File: src/rtl/uart_instr_loader_if.sv
// ---------------------------------------------------------------------------
// Module  : uart_instr_loader_if
// Purpose : UART-side framing inputs and memory write bus of the loader.
// Revision: 1.0 - initial release
// ---------------------------------------------------------------------------
`default_nettype none

interface uart_instr_loader_if #(
  parameter int ADDR_W = 28
);
  logic [7:0]        rx_temp_data;
  logic              rx_done_tick;
  logic              upload_start;
  logic              upload_end;
  logic [ADDR_W-1:0] mem_addr;
  logic [63:0]       mem_d_to_ram;
  logic              write;
  logic              mem_transaction_complete;
  logic              busy;
  logic              done;
  logic [15:0]       word_count;
  logic              overflow;
  logic              partial_err;
  logic              timeout_err;

  modport master (
    input  rx_temp_data, rx_done_tick, upload_start, upload_end,
    input  mem_transaction_complete,
    output mem_addr, mem_d_to_ram, write,
    output busy, done, word_count, overflow, partial_err, timeout_err
  );

  modport slave (
    output rx_temp_data, rx_done_tick, upload_start, upload_end,
    output mem_transaction_complete,
    input  mem_addr, mem_d_to_ram, write,
    input  busy, done, word_count, overflow, partial_err, timeout_err
  );
endinterface

`default_nettype wire

File: src/rtl/uart_instr_loader.sv
// ---------------------------------------------------------------------------
// Module  : uart_instr_loader
// Purpose : Packs UART nibbles into 32-bit words and writes them to memory.
// Revision: 1.0 - initial release
// ---------------------------------------------------------------------------
`default_nettype none

module uart_instr_loader #(
  parameter int                ADDR_W     = 28,
  parameter logic [ADDR_W-1:0] BASE_ADDR  = '0,
  parameter logic [ADDR_W-1:0] ADDR_STEP  = ADDR_W'(2),
  parameter int                FIFO_DEPTH = 4,
  parameter int                TIMEOUT    = 4096
) (
  input  wire                 CLK100MHZ,
  input  wire                 BTNC,
  uart_instr_loader_if.master bus
);

  localparam int PW = (FIFO_DEPTH > 1) ? $clog2(FIFO_DEPTH) : 1;
  localparam int TW = $clog2(TIMEOUT + 1);

  typedef enum logic [1:0] {
    C_IDLE    = 2'd0,
    C_COLLECT = 2'd1,
    C_DRAIN   = 2'd2
  } cstate_e;

  typedef enum logic [0:0] {
    W_IDLE = 1'b0,
    W_WAIT = 1'b1
  } wstate_e;

  // Edge detectors: each level flag is registered once and compared to its past
  logic       rx_q, start_q, end_q, cmpl_q;
  logic       rx_edge_q, start_edge_q, end_edge_q, cmpl_edge_q;
  logic [3:0] nib_q;
  logic       rx_unused;

  assign rx_unused = ^bus.rx_temp_data[7:4];

  always_ff @(posedge CLK100MHZ) begin
    if (BTNC) begin
      rx_q         <= 1'b0;
      start_q      <= 1'b0;
      end_q        <= 1'b0;
      cmpl_q       <= 1'b0;
      rx_edge_q    <= 1'b0;
      start_edge_q <= 1'b0;
      end_edge_q   <= 1'b0;
      cmpl_edge_q  <= 1'b0;
      nib_q        <= 4'd0;
    end else begin
      rx_q         <= bus.rx_done_tick;
      start_q      <= bus.upload_start;
      end_q        <= bus.upload_end;
      cmpl_q       <= bus.mem_transaction_complete;
      rx_edge_q    <= bus.rx_done_tick & ~rx_q;
      start_edge_q <= bus.upload_start & ~start_q;
      end_edge_q   <= bus.upload_end & ~end_q;
      cmpl_edge_q  <= bus.mem_transaction_complete & ~cmpl_q;
      nib_q        <= bus.rx_temp_data[3:0];
    end
  end

  // State and datapath registers
  cstate_e           cstate_q, cstate_d;
  wstate_e           wstate_q, wstate_d;
  logic [2:0]        idx_q, idx_d;
  logic [31:0]       temp_q, temp_d;
  logic              partial_q, partial_d;
  logic              overflow_q, overflow_d;
  logic              timeout_q, timeout_d;
  logic [TW-1:0]     wait_q, wait_d;
  logic [ADDR_W-1:0] addr_cnt_q, addr_cnt_d;
  logic [ADDR_W-1:0] mem_addr_q, mem_addr_d;
  logic [63:0]       mem_data_q, mem_data_d;
  logic              write_q, write_d;
  logic [15:0]       count_q, count_d;
  logic [PW:0]       wr_ptr_q, wr_ptr_d, rd_ptr_q, rd_ptr_d;
  logic [31:0]       fifo_mem_q [FIFO_DEPTH];

  logic              push, pop, push_ok, start_clr, done_w;
  logic              fifo_empty, fifo_full;
  logic [31:0]       push_data, fifo_rdata;

  // Collector FSM
  always_comb begin
    cstate_d  = cstate_q;
    idx_d     = idx_q;
    temp_d    = temp_q;
    partial_d = partial_q;
    push      = 1'b0;
    push_data = {nib_q, temp_q[31:4]};
    start_clr = 1'b0;
    done_w    = 1'b0;
    case (cstate_q)
      C_IDLE: begin
        if (start_edge_q) begin
          cstate_d  = C_COLLECT;
          idx_d     = 3'd0;
          temp_d    = 32'd0;
          partial_d = 1'b0;
          start_clr = 1'b1;
        end
      end
      C_COLLECT: begin
        if (rx_edge_q) begin
          temp_d = push_data;
          if (idx_q == 3'd7) begin
            push  = 1'b1;
            idx_d = 3'd0;
          end else begin
            idx_d = idx_q + 3'd1;
          end
        end
        // A nibble arriving with the end flag is absorbed before the check
        if (end_edge_q) begin
          cstate_d = C_DRAIN;
          if (idx_d != 3'd0) begin
            partial_d = 1'b1;
          end
        end
      end
      C_DRAIN: begin
        if (fifo_empty && (wstate_q == W_IDLE)) begin
          done_w   = 1'b1;
          cstate_d = C_IDLE;
        end
      end
      default: cstate_d = C_IDLE;
    endcase
  end

  // Word FIFO; a full FIFO still accepts a push when a pop frees a slot
  assign fifo_empty = (wr_ptr_q == rd_ptr_q);
  assign fifo_full  = (wr_ptr_q[PW-1:0] == rd_ptr_q[PW-1:0]) &&
                      (wr_ptr_q[PW] != rd_ptr_q[PW]);
  assign fifo_rdata = fifo_mem_q[rd_ptr_q[PW-1:0]];
  assign push_ok    = push && (!fifo_full || pop);

  always_comb begin
    wr_ptr_d   = wr_ptr_q;
    rd_ptr_d   = rd_ptr_q;
    overflow_d = overflow_q;
    if (start_clr) begin
      overflow_d = 1'b0;
    end
    if (push_ok) begin
      wr_ptr_d = wr_ptr_q + 1'b1;
    end else if (push) begin
      overflow_d = 1'b1;
    end
    if (pop) begin
      rd_ptr_d = rd_ptr_q + 1'b1;
    end
  end

  always_ff @(posedge CLK100MHZ) begin
    if (push_ok) begin
      fifo_mem_q[wr_ptr_q[PW-1:0]] <= push_data;
    end
  end

  // Writer FSM
  always_comb begin
    wstate_d   = wstate_q;
    wait_d     = wait_q;
    addr_cnt_d = addr_cnt_q;
    count_d    = count_q;
    timeout_d  = timeout_q;
    mem_addr_d = mem_addr_q;
    mem_data_d = mem_data_q;
    write_d    = 1'b0;
    pop        = 1'b0;
    if (start_clr) begin
      addr_cnt_d = BASE_ADDR;
      count_d    = 16'd0;
      timeout_d  = 1'b0;
    end
    case (wstate_q)
      W_IDLE: begin
        if (!fifo_empty) begin
          pop        = 1'b1;
          mem_addr_d = addr_cnt_q;
          mem_data_d = {32'd0, fifo_rdata};
          write_d    = 1'b1;
          wait_d     = '0;
          wstate_d   = W_WAIT;
        end
      end
      W_WAIT: begin
        wait_d = wait_q + TW'(1);
        if (cmpl_edge_q) begin
          if (count_q != 16'hFFFF) begin
            count_d = count_q + 16'd1;
          end
          addr_cnt_d = addr_cnt_q + ADDR_STEP;
          wstate_d   = W_IDLE;
        end else if (wait_q == TW'(TIMEOUT)) begin
          // Give up on this word but keep the address map aligned
          timeout_d  = 1'b1;
          addr_cnt_d = addr_cnt_q + ADDR_STEP;
          wstate_d   = W_IDLE;
        end
      end
      default: wstate_d = W_IDLE;
    endcase
  end

  always_ff @(posedge CLK100MHZ) begin
    if (BTNC) begin
      cstate_q   <= C_IDLE;
      wstate_q   <= W_IDLE;
      idx_q      <= 3'd0;
      temp_q     <= 32'd0;
      partial_q  <= 1'b0;
      overflow_q <= 1'b0;
      timeout_q  <= 1'b0;
      wait_q     <= '0;
      addr_cnt_q <= BASE_ADDR;
      mem_addr_q <= '0;
      mem_data_q <= 64'd0;
      write_q    <= 1'b0;
      count_q    <= 16'd0;
      wr_ptr_q   <= '0;
      rd_ptr_q   <= '0;
    end else begin
      cstate_q   <= cstate_d;
      wstate_q   <= wstate_d;
      idx_q      <= idx_d;
      temp_q     <= temp_d;
      partial_q  <= partial_d;
      overflow_q <= overflow_d;
      timeout_q  <= timeout_d;
      wait_q     <= wait_d;
      addr_cnt_q <= addr_cnt_d;
      mem_addr_q <= mem_addr_d;
      mem_data_q <= mem_data_d;
      write_q    <= write_d;
      count_q    <= count_d;
      wr_ptr_q   <= wr_ptr_d;
      rd_ptr_q   <= rd_ptr_d;
    end
  end

  assign bus.mem_addr     = mem_addr_q;
  assign bus.mem_d_to_ram = mem_data_q;
  assign bus.write        = write_q;
  assign bus.busy         = (cstate_q != C_IDLE);
  assign bus.done         = done_w;
  assign bus.word_count   = count_q;
  assign bus.overflow     = overflow_q;
  assign bus.partial_err  = partial_q;
  assign bus.timeout_err  = timeout_q;

endmodule

`default_nettype wire

File: src/flat_wrapper.sv
// flat-port wrapper written by rule: the top's interface ports become plain ports
module uart_instr_loader_flat 
#(
  parameter int                ADDR_W     = 28,
  parameter logic [ADDR_W-1:0] BASE_ADDR  = '0,
  parameter logic [ADDR_W-1:0] ADDR_STEP  = ADDR_W'(2),
  parameter int                FIFO_DEPTH = 4,
  parameter int                TIMEOUT    = 4096
)
  (CLK100MHZ, BTNC, bus_rx_temp_data, bus_rx_done_tick, bus_upload_start, bus_upload_end, bus_mem_transaction_complete, bus_mem_addr, bus_mem_d_to_ram, bus_write, bus_busy, bus_done, bus_word_count, bus_overflow, bus_partial_err, bus_timeout_err);
  uart_instr_loader_if #(.ADDR_W(ADDR_W)) bus_i ();
  input  wire CLK100MHZ;
  input  wire BTNC;
  input wire logic [$bits(bus_i.rx_temp_data)-1:0] bus_rx_temp_data;
  input wire logic [$bits(bus_i.rx_done_tick)-1:0] bus_rx_done_tick;
  input wire logic [$bits(bus_i.upload_start)-1:0] bus_upload_start;
  input wire logic [$bits(bus_i.upload_end)-1:0] bus_upload_end;
  input wire logic [$bits(bus_i.mem_transaction_complete)-1:0] bus_mem_transaction_complete;
  output wire logic [$bits(bus_i.mem_addr)-1:0] bus_mem_addr;
  output wire logic [$bits(bus_i.mem_d_to_ram)-1:0] bus_mem_d_to_ram;
  output wire logic [$bits(bus_i.write)-1:0] bus_write;
  output wire logic [$bits(bus_i.busy)-1:0] bus_busy;
  output wire logic [$bits(bus_i.done)-1:0] bus_done;
  output wire logic [$bits(bus_i.word_count)-1:0] bus_word_count;
  output wire logic [$bits(bus_i.overflow)-1:0] bus_overflow;
  output wire logic [$bits(bus_i.partial_err)-1:0] bus_partial_err;
  output wire logic [$bits(bus_i.timeout_err)-1:0] bus_timeout_err;
  assign bus_i.rx_temp_data = bus_rx_temp_data;
  assign bus_i.rx_done_tick = bus_rx_done_tick;
  assign bus_i.upload_start = bus_upload_start;
  assign bus_i.upload_end = bus_upload_end;
  assign bus_i.mem_transaction_complete = bus_mem_transaction_complete;
  assign bus_mem_addr = bus_i.mem_addr;
  assign bus_mem_d_to_ram = bus_i.mem_d_to_ram;
  assign bus_write = bus_i.write;
  assign bus_busy = bus_i.busy;
  assign bus_done = bus_i.done;
  assign bus_word_count = bus_i.word_count;
  assign bus_overflow = bus_i.overflow;
  assign bus_partial_err = bus_i.partial_err;
  assign bus_timeout_err = bus_i.timeout_err;
  uart_instr_loader #(.ADDR_W(ADDR_W), .BASE_ADDR(BASE_ADDR), .ADDR_STEP(ADDR_STEP), .FIFO_DEPTH(FIFO_DEPTH), .TIMEOUT(TIMEOUT)) u_core (.CLK100MHZ(CLK100MHZ), .BTNC(BTNC), .bus(bus_i));
endmodule
File: config.mk
export PLATFORM = sky130hd
export DESIGN_NAME = uart_instr_loader_flat
export DESIGN_NICKNAME = d
export VERILOG_FILES = /design/src/rtl/uart_instr_loader_if.sv /design/src/rtl/uart_instr_loader.sv /design/src/flat_wrapper.sv
export SDC_FILE = /design/constraint.sdc
export NUM_CORES = 1
export LEC_CHECK = 0
export CAP_MARGIN = 5
export CORE_AREA = 2 2 188 190
export DETAILED_ROUTE_END_ITERATION = 7
export DIE_AREA = 0 0 190 192
export HOLD_SLACK_MARGIN = 0.05
export SKIP_LAST_GASP = 1
export SLEW_MARGIN = 20
export SYNTH_ARGS = -nofsm -noshare
export SYNTH_HDL_FRONTEND = slang
export SYNTH_SLANG_ARGS = --single-unit
export TNS_END_PERCENT = 100
File: constraint.sdc
create_clock -name CLK100MHZ -period 2.3 [get_ports CLK100MHZ]
set_input_delay 0.23 -clock CLK100MHZ [delete_from_list [all_inputs] [get_ports CLK100MHZ]]
set_output_delay 0.23 -clock CLK100MHZ [all_outputs]
set_load 0.02 [all_outputs]
==> results of run 1 <==
cell families (layout without fill, tap and decap cells):
group,after synthesis,after routing,share of synthesized area [%]
flops,301,301,61.50
simple gates,389,389,15.29
other cells,1,32,0.03156
compound gates,178,178,8.593
mux,41,41,6.856
buf+inv,107,208,4.433
xor+xnor,29,29,2.138
fa+ha+maj,11,11,1.158
flip-flops by register name (all words and copies together), names as in the netlist, 4 cells and up:
name                     count
u_core.nib_q                 4
u_core.fifo_mem_q          128
u_core.temp_q               28
u_core.bus.word_count       16
u_core.bus.mem_d_to_ram     32
u_core.bus.mem_addr         28
u_core.addr_cnt_q           28
u_core.wait_q               13
per-stage QoR:
stage / area, um^2 / worst slack (ps)
2_1_floorplan: 12000 / 219.2
3_3_place_gp: 13510 / 157.1
3_5_place_dp: 13510 / 133.6
4_1_cts: 14510 / 17.58
5_1_grt: 14530 / 3.859
6_report: 14530 / 120.3
cells in the mapped netlist, types with 11 or more instances:
master                     count
sky130_fd_sc_hd__dfxtp_1     173
sky130_fd_sc_hd__nand2_1     193
sky130_fd_sc_hd__a21oi_1     118
sky130_fd_sc_hd__nand3_1      55
sky130_fd_sc_hd__edfxtp_1    128
sky130_fd_sc_hd__nor3_1       11
sky130_fd_sc_hd__ha_1         11
sky130_fd_sc_hd__nor2b_1      13
sky130_fd_sc_hd__o21ai_0      14
sky130_fd_sc_hd__nor2_1       45
sky130_fd_sc_hd__mux4_2       32
sky130_fd_sc_hd__xnor2_1      19
sky130_fd_sc_hd__buf_4        32
sky130_fd_sc_hd__clkbuf_1     55
per-layer routing:
metal,part of all wire (%),vias to the layer above
met5,0,-
met4,1.7,0
li1,-,3953
met3,4.2,36
met1,45,3928
met2,49,170
path summary, 6_finish.rpt:
kind              slack [ps]  depth (start not counted)                                to                        startpoint
setup reg to reg         120                          5  u_core.addr_cnt_q[27]$_SDFF_PP0_  u_core.addr_cnt_q[15]$_SDFF_PP0_
hold reg to reg          380                          1    u_core.start_edge_q$_SDFF_PP0_         u_core.start_q$_SDFF_PP0_
setup / recovery         120                          5  u_core.addr_cnt_q[27]$_SDFF_PP0_  u_core.addr_cnt_q[15]$_SDFF_PP0_
hold / removal           220                          2        u_core.nib_q[3]$_SDFF_PP0_               bus_rx_temp_data[3]
power groups by stage:
stage          registers (mW)  clock network [mW]  logic [mW]
2_1_floorplan            5.83                   0       0.612
3_3_place_gp             5.78                   0        1.02
3_5_place_dp             5.78                   0        1.02
4_1_cts                  5.66                4.93        1.03
5_1_grt                  5.67                5.15        1.11
6_report                 5.66                4.80        1.01
area by class of cell:
class | count | area, um^2 | area share (%)
Timing Repair Buffer | 141 | 1410 | 9.708
Inverter | 10 | 37.54 | 0.2584
Clock inverter | 18 | 132.6 | 0.9131
Clock buffer | 39 | 845.8 | 5.823
Multi-Input combinational cell | 680 | 4222 | 29.06
Sequential cell | 301 | 7308 | 50.31
Tap cell | 455 | 569.3 | 3.919
timing repair:
item                                    in CTS  in global routing
endpoints found under the setup margin       1                 21
hold endpoints to repair                    21                  0
resized for setup                            6                  4
setup buffers                                0                  1
hold buffers                                 1                  0
pin swaps                                    0                  2
cloned                                       0                  0
critical path, stage by stage (launching register included):
cell                      delay, ps
sky130_fd_sc_hd__dfxtp_1        430
sky130_fd_sc_hd__nand4_1        140
sky130_fd_sc_hd__or4_1          630
sky130_fd_sc_hd__or3_1          440
sky130_fd_sc_hd__or4_1          400
sky130_fd_sc_hd__nand2_1         80
==> flow_summary.rst, run 1 <==
.. list-table::
   :header-rows: 1

   * - Metric
     - Value
   * - Worst min path class
     - input port to flip-flop
   * - Synthesized area
     - 11,880 um^2
   * - Initial Util
     - 34.65%
   * - Area enclosed by the die boundary
     - 36,480 um^2
   * - Fraction of final layout cells with drive strength greater than 1
     - 12.70%
   * - Leakage power figure
     - 4.758 nW
   * - Die span in x
     - 190 um
   * - Total CTS buffers
     - 31
   * - Post-synthesis instance total
     - 1,057
   * - Net load switching power
     - 2.756 mW
   * - Area of the core
     - 34,290 um^2
   * - Most frequent cells in the layout
     - sky130_fd_sc_hd__nand2_1 (193), sky130_fd_sc_hd__dfxtp_1 (172), sky130_fd_sc_hd__edfxtp_1 (128)
   * - Period utilisation layout
     - 94.77%
   * - Most used DFF post-synth
     - sky130_fd_sc_hd__dfxtp_1
   * - Finished Core Util
     - 42.36%
   * - Most common library cell in the layout ignoring fill and taps
     - sky130_fd_sc_hd__nand2_1
   * - Number of endpoints failing setup at the final stage
     - 0
   * - CTS tree
     - built
   * - Met3 capacity usage during global routing
     - 2.193%
   * - Fill cell instance count of the final layout
     - 3,247
   * - #FFs+latches synth
     - 301
   * - Slew at the pin with the worst max-slew slack
     - 573.4 ps
   * - Post-synthesis cell type with the largest combined area
     - sky130_fd_sc_hd__edfxtp_1
   * - Vias
     - 8,087
   * - Buffer cell driving the clock tree root
     - sky130_fd_sc_hd__clkbuf_16
   * - Worst relative slew slack
     - 61.78%
   * - Overflow left after global routing
     - 0
   * - Routing layer with the top usage in global route
     - met2
   * - Hold WS
     - 221.6 ps
   * - Sequential share of power
     - 49.4%
   * - Cell Count Post-Placement
     - 1,585
   * - Antenna violations before repair
     - 0
   * - Number of nets still failing antenna checks after routing
     - 0
   * - Setup repair after global routing missed its margin
     - no
   * - Kind of end point of the critical path
     - flip-flop
   * - Final wirelength
     - 25.92 mm
   * - Clock network latency to the later pin of the worst-skew pair
     - 570 ps
   * - Met2 routing resource usage after global routing
     - 24.90%
   * - Tot GR Track Use
     - 14.33%
   * - Worst clock skew
     - 10.33 ps
   * - Count of H-tree levels built during CTS
     - 1
   * - Required time of the critical path
     - 2810 ps
   * - DRT iter0 DRCs
     - 423
   * - Max IR drop VDD
     - 0.6957 mV
   * - Post-synthesis async set-or-reset flop share
     - 0%
   * - Warning count from the yosys run
     - 0
   * - Average cell area after synthesis
     - 11.24 um^2
   * - Power per cell area
     - 789.6 nW/um^2
   * - Part of the power in combinational logic
     - 8.8%
   * - Proportion of power drawn by the clock network
     - 41.9%
   * - Pin count of the biggest net entering global routing
     - 110
   * - Fin. max-slew vios
     - 0
   * - Final HPWL from detailed placement
     - 16.38 mm
   * - Max_cap viols
     - 0
   * - Most area-consuming cells after synthesis
     - sky130_fd_sc_hd__edfxtp_1 (32%), sky130_fd_sc_hd__dfxtp_1 (29%), sky130_fd_sc_hd__nand2_1 (6.1%)
   * - Area share of the largest cell type after synthesis
     - 32.35%
   * - Detail-routed net length per standard cell
     - 15.77 um
   * - Global-route wire length before repair
     - 42.16 mm
   * - Number of nets in the final layout
     - 1,190
   * - Crit Path Category
     - flip-flop to flip-flop
   * - Result of the run
     - finished clean
   * - Hold Vio Cnt, Final
     - 0
   * - Site Rows
     - 68
   * - Post-synthesis to final-layout area growth
     - 22.25%
   * - Via count of the first global-routing pass
     - 7,767
   * - First-pass iteration count of the detailed router
     - 4
   * - Count of cell types in the netlist
     - 56
   * - Clock transition at path regs
     - 60 ps
   * - DRC
     - 0
   * - Max FO, Critical Path
     - 6
   * - Summed negative setup slack over all endpoints
     - 0 ps
   * - Portion of the post-synthesis area used by sequential elements
     - 61.50%
   * - Finished Layout Cells
     - 1,644
   * - Met1 Use GR
     - 18.82%
   * - Weighted congestion at the end of routability-driven global placement
     - 0.7857
   * - Critical Path AT
     - 2690 ps
   * - Count of flip-flops with a built-in enable after synthesis
     - 128
   * - Switching Fraction
     - 24.03%
   * - I/O pin total
     - 128
   * - Setup crit start kind
     - flip-flop
   * - Maximum clock frequency
     - 0.4588 GHz
   * - Final critical delay including setup and external delays
     - 2180 ps
   * - Number of I/O port buffers
     - 91
   * - Max Root-Sink Buffers
     - 3
   * - Post-route total power
     - 11.47 mW
   * - Overall die height
     - 192 um
   * - Post-DR vias/cell
     - 4.919
   * - Number of clock sinks seen by CTS
     - 301
   * - Total internal power
     - 8.713 mW
   * - ANT cells
     - 0
(Power assumes the default switching activity.)
==> inputs of run 2 (changes only) <==
CORE_AREA = 2 2 159 224   (was 2 2 188 190)
DIE_AREA = 0 0 161 226   (was 0 0 190 192)
==> flow_summary.rst, run 2 (synthesis results as in run 1) <==
.. list-table::
   :header-rows: 1

   * - Metric
     - Value
   * - Antenna violations before repair
     - 0
   * - Fin. max-slew vios
     - 0
   * - Max Root-Sink Buffers
     - 3
   * - Kind of end point of the critical path
     - output pin
   * - Crit Path Category
     - flip-flop to output pin
   * - Slew at the pin with the worst max-slew slack
     - 578.9 ps
   * - Hold Vio Cnt, Final
     - 0
   * - Tot GR Track Use
     - 14.16%
   * - Worst min path class
     - input port to flip-flop
   * - Critical-path top delay cell
     - sky130_fd_sc_hd__dfxtp_1
   * - Total internal power
     - 8.607 mW
   * - Max FO, Critical Path
     - 3
   * - Area post-placement
     - 13,520 um^2
   * - Area of the core
     - 34,460 um^2
   * - Final critical delay including setup and external delays
     - 2210 ps
   * - Most common library cell in the layout ignoring fill and taps
     - sky130_fd_sc_hd__nand2_1
   * - Total CTS buffers
     - 28
   * - Via count of the first global-routing pass
     - 7,918
   * - CTS tree
     - built
   * - Global-route wire length before repair
     - 41.40 mm
   * - Clock network latency to the later pin of the worst-skew pair
     - 550 ps
   * - Proportion of power drawn by the clock network
     - 40.7%
   * - Buffers plus inverters on the worst setup path
     - 1
   * - Final wirelength
     - 26.14 mm
   * - Setup repair after global routing missed its margin
     - no
   * - Area enclosed by the die boundary
     - 36,390 um^2
   * - Final HPWL from detailed placement
     - 16.81 mm
   * - Max IR drop VDD
     - 0.3732 mV
   * - Initial Util
     - 34.48%
   * - Result of the run
     - finished clean
   * - Die span in x
     - 161 um
   * - Post-route cell area
     - 14,440 um^2
   * - Switching Fraction
     - 23.61%
   * - Max_cap viols
     - 0
   * - Weighted congestion at the end of routability-driven global placement
     - 0.8201
   * - Max FFs per register
     - 128
   * - Buffer cell driving the clock tree root
     - sky130_fd_sc_hd__clkbuf_16
   * - Crit path cell chain
     - xor2_1, nor3_2, nand2_1, nor3b_2, clkdlybuf4s15_2
   * - Maximum clock frequency
     - 0.4524 GHz
   * - I/O pin total
     - 128
   * - DRT iter0 DRCs
     - 487
   * - Summed negative setup slack over all endpoints
     - 0 ps
   * - Overall die height
     - 226 um
   * - Required time of the critical path
     - 2070 ps
   * - Vias
     - 8,054
   * - Detail-routed net length per standard cell
     - 15.94 um
   * - Worst relative slew slack
     - 61.40%
   * - Number of nets still failing antenna checks after routing
     - 0
   * - Post-DR vias/cell
     - 4.911
   * - Clock transition at path regs
     - 60 ps
   * - DRC
     - 0
   * - Net load switching power
     - 2.660 mW
   * - Power per cell area
     - 780.4 nW/um^2
   * - Number of I/O port buffers
     - 91
   * - Count of H-tree levels built during CTS
     - 1
   * - Setup crit start kind
     - flip-flop
   * - Pin count of the biggest net entering global routing
     - 49
   * - Critical Path AT
     - 1980 ps
   * - Kind of cell with the highest combined delay on the critical path
     - simple AND/OR/NAND/NOR gates
   * - Sequential share of power
     - 50.3%
   * - First-pass iteration count of the detailed router
     - 5
   * - Period utilisation layout
     - 96.10%
   * - Worst clock skew
     - 16.51 ps
   * - Leakage power figure
     - 4.704 nW
   * - Cts hold-fix bufs
     - 0
   * - Site Rows
     - 81
   * - Post-synthesis to final-layout area growth
     - 21.52%
   * - Overflow left after global routing
     - 0
   * - Number of nets in the final layout
     - 1,187
   * - FF+latch area
     - 7308 um^2
   * - Part of the power in combinational logic
     - 9.0%
   * - Number of clock sinks seen by CTS
     - 301
   * - Most frequent cells in the layout
     - sky130_fd_sc_hd__nand2_1 (193), sky130_fd_sc_hd__dfxtp_1 (172), sky130_fd_sc_hd__edfxtp_1 (128)
   * - Fraction of final layout cells with drive strength greater than 1
     - 12.42%
   * - Slowest cell delay on critical path
     - 340 ps
   * - Fill cell instance count of the final layout
     - 3,247
   * - Number of endpoints failing setup at the final stage
     - 0
   * - ANT cells
     - 0
   * - Multi-input gate area
     - 4214 um^2
[run 2: cell types whose count changed in the layout (fill, tap and decap cells not counted), sizes merged]
| cell | before | now |
|---|---|---|
| dlygate4sd3 | 1 | 0 |
| clkdlybuf4s15 | 0 | 1 |
| bufinv | 1 | 2 |
| clkinvlp | 2 | 5 |
| clkbuf | 39 | 38 |
| clkinv | 13 | 7 |
| inv | 12 | 10 |
[run 2: layout make-up]
type	count	area share (%)
Sequential cell	301	50.62
Multi-Input combinational cell	680	29.19
Timing Repair Buffer	141	9.679
Clock buffer	38	5.399
Tap cell	456	3.951
Clock inverter	14	0.9099
Inverter	10	0.2600
[run 2: final timing paths]
check | endpoint | slack, ps | start | cells after the start
worst max-delay path | bus_done | 90 | u_core.rd_ptr_q[2]$_SDFFE_PP0P_ | 5
worst min-delay path | u_core.wait_q[10]$_SDFFE_PP0P_ | 130 | BTNC | 2
worst min register to register | u_core.start_edge_q$_SDFF_PP0_ | 380 | u_core.start_q$_SDFF_PP0_ | 1
worst max register to register | u_core.addr_cnt_q[19]$_SDFF_PP0_ | 140 | u_core.wait_q[1]$_SDFFE_PP0P_ | 8
[run 2: power by group through the flow]
stage,Sequential [mW],Clock (mW),Combinational [mW]
floorplan,5.83,0,0.612
CTS,5.66,4.71,1.04
global route,5.67,4.92,1.11
global placement,5.78,0,1.03
finish,5.66,4.59,1.02
detailed placement,5.78,0,1.04
[run 2: worst reg2reg max path, cell delays in order (launching register included)]
cell and delay, ps:
sky130_fd_sc_hd__dfxtp_1 340, sky130_fd_sc_hd__inv_1 80, sky130_fd_sc_hd__ha_1 140, sky130_fd_sc_hd__nor4b_1 320, sky130_fd_sc_hd__and4_1 300, sky130_fd_sc_hd__o21ai_0 80
sky130_fd_sc_hd__buf_4 210, sky130_fd_sc_hd__or4_1 470, sky130_fd_sc_hd__a21oi_1 150
[run 2: per-layer routing]
metal / track usage (%) / share of wire [%]
met4: 5.184 / 2.8
met2: 26.83 / 53
met1: 15.94 / 40
met5: 0 / 0
met3: 2.185 / 3.7
[run 2: through the flow]
step	cells	setup WS, ps	hold slack [ps]	total power, mW	utilization [%]
2_1_floorplan	1088	219.2	358.2	6.445	-
3_3_place_gp	1588	155.0	373.8	6.812	39.23
3_5_place_dp	1588	175.3	380.4	6.818	39.23
4_1_cts	1640	19.24	117.8	11.42	41.89
5_1_grt	1640	8.916	151.1	11.71	41.90
6_report	1640	89.67	134.5	11.27	41.90
[run 2: what timing repair did]
item | 4_1_cts | 5_1_grt
pin swaps | 0 | 1
hold endpoints to repair | 0 | 0
resized for setup | 5 | 1
endpoints found under the setup margin | 1 | 1
cloned | 0 | 0
setup buffers | 0 | 0
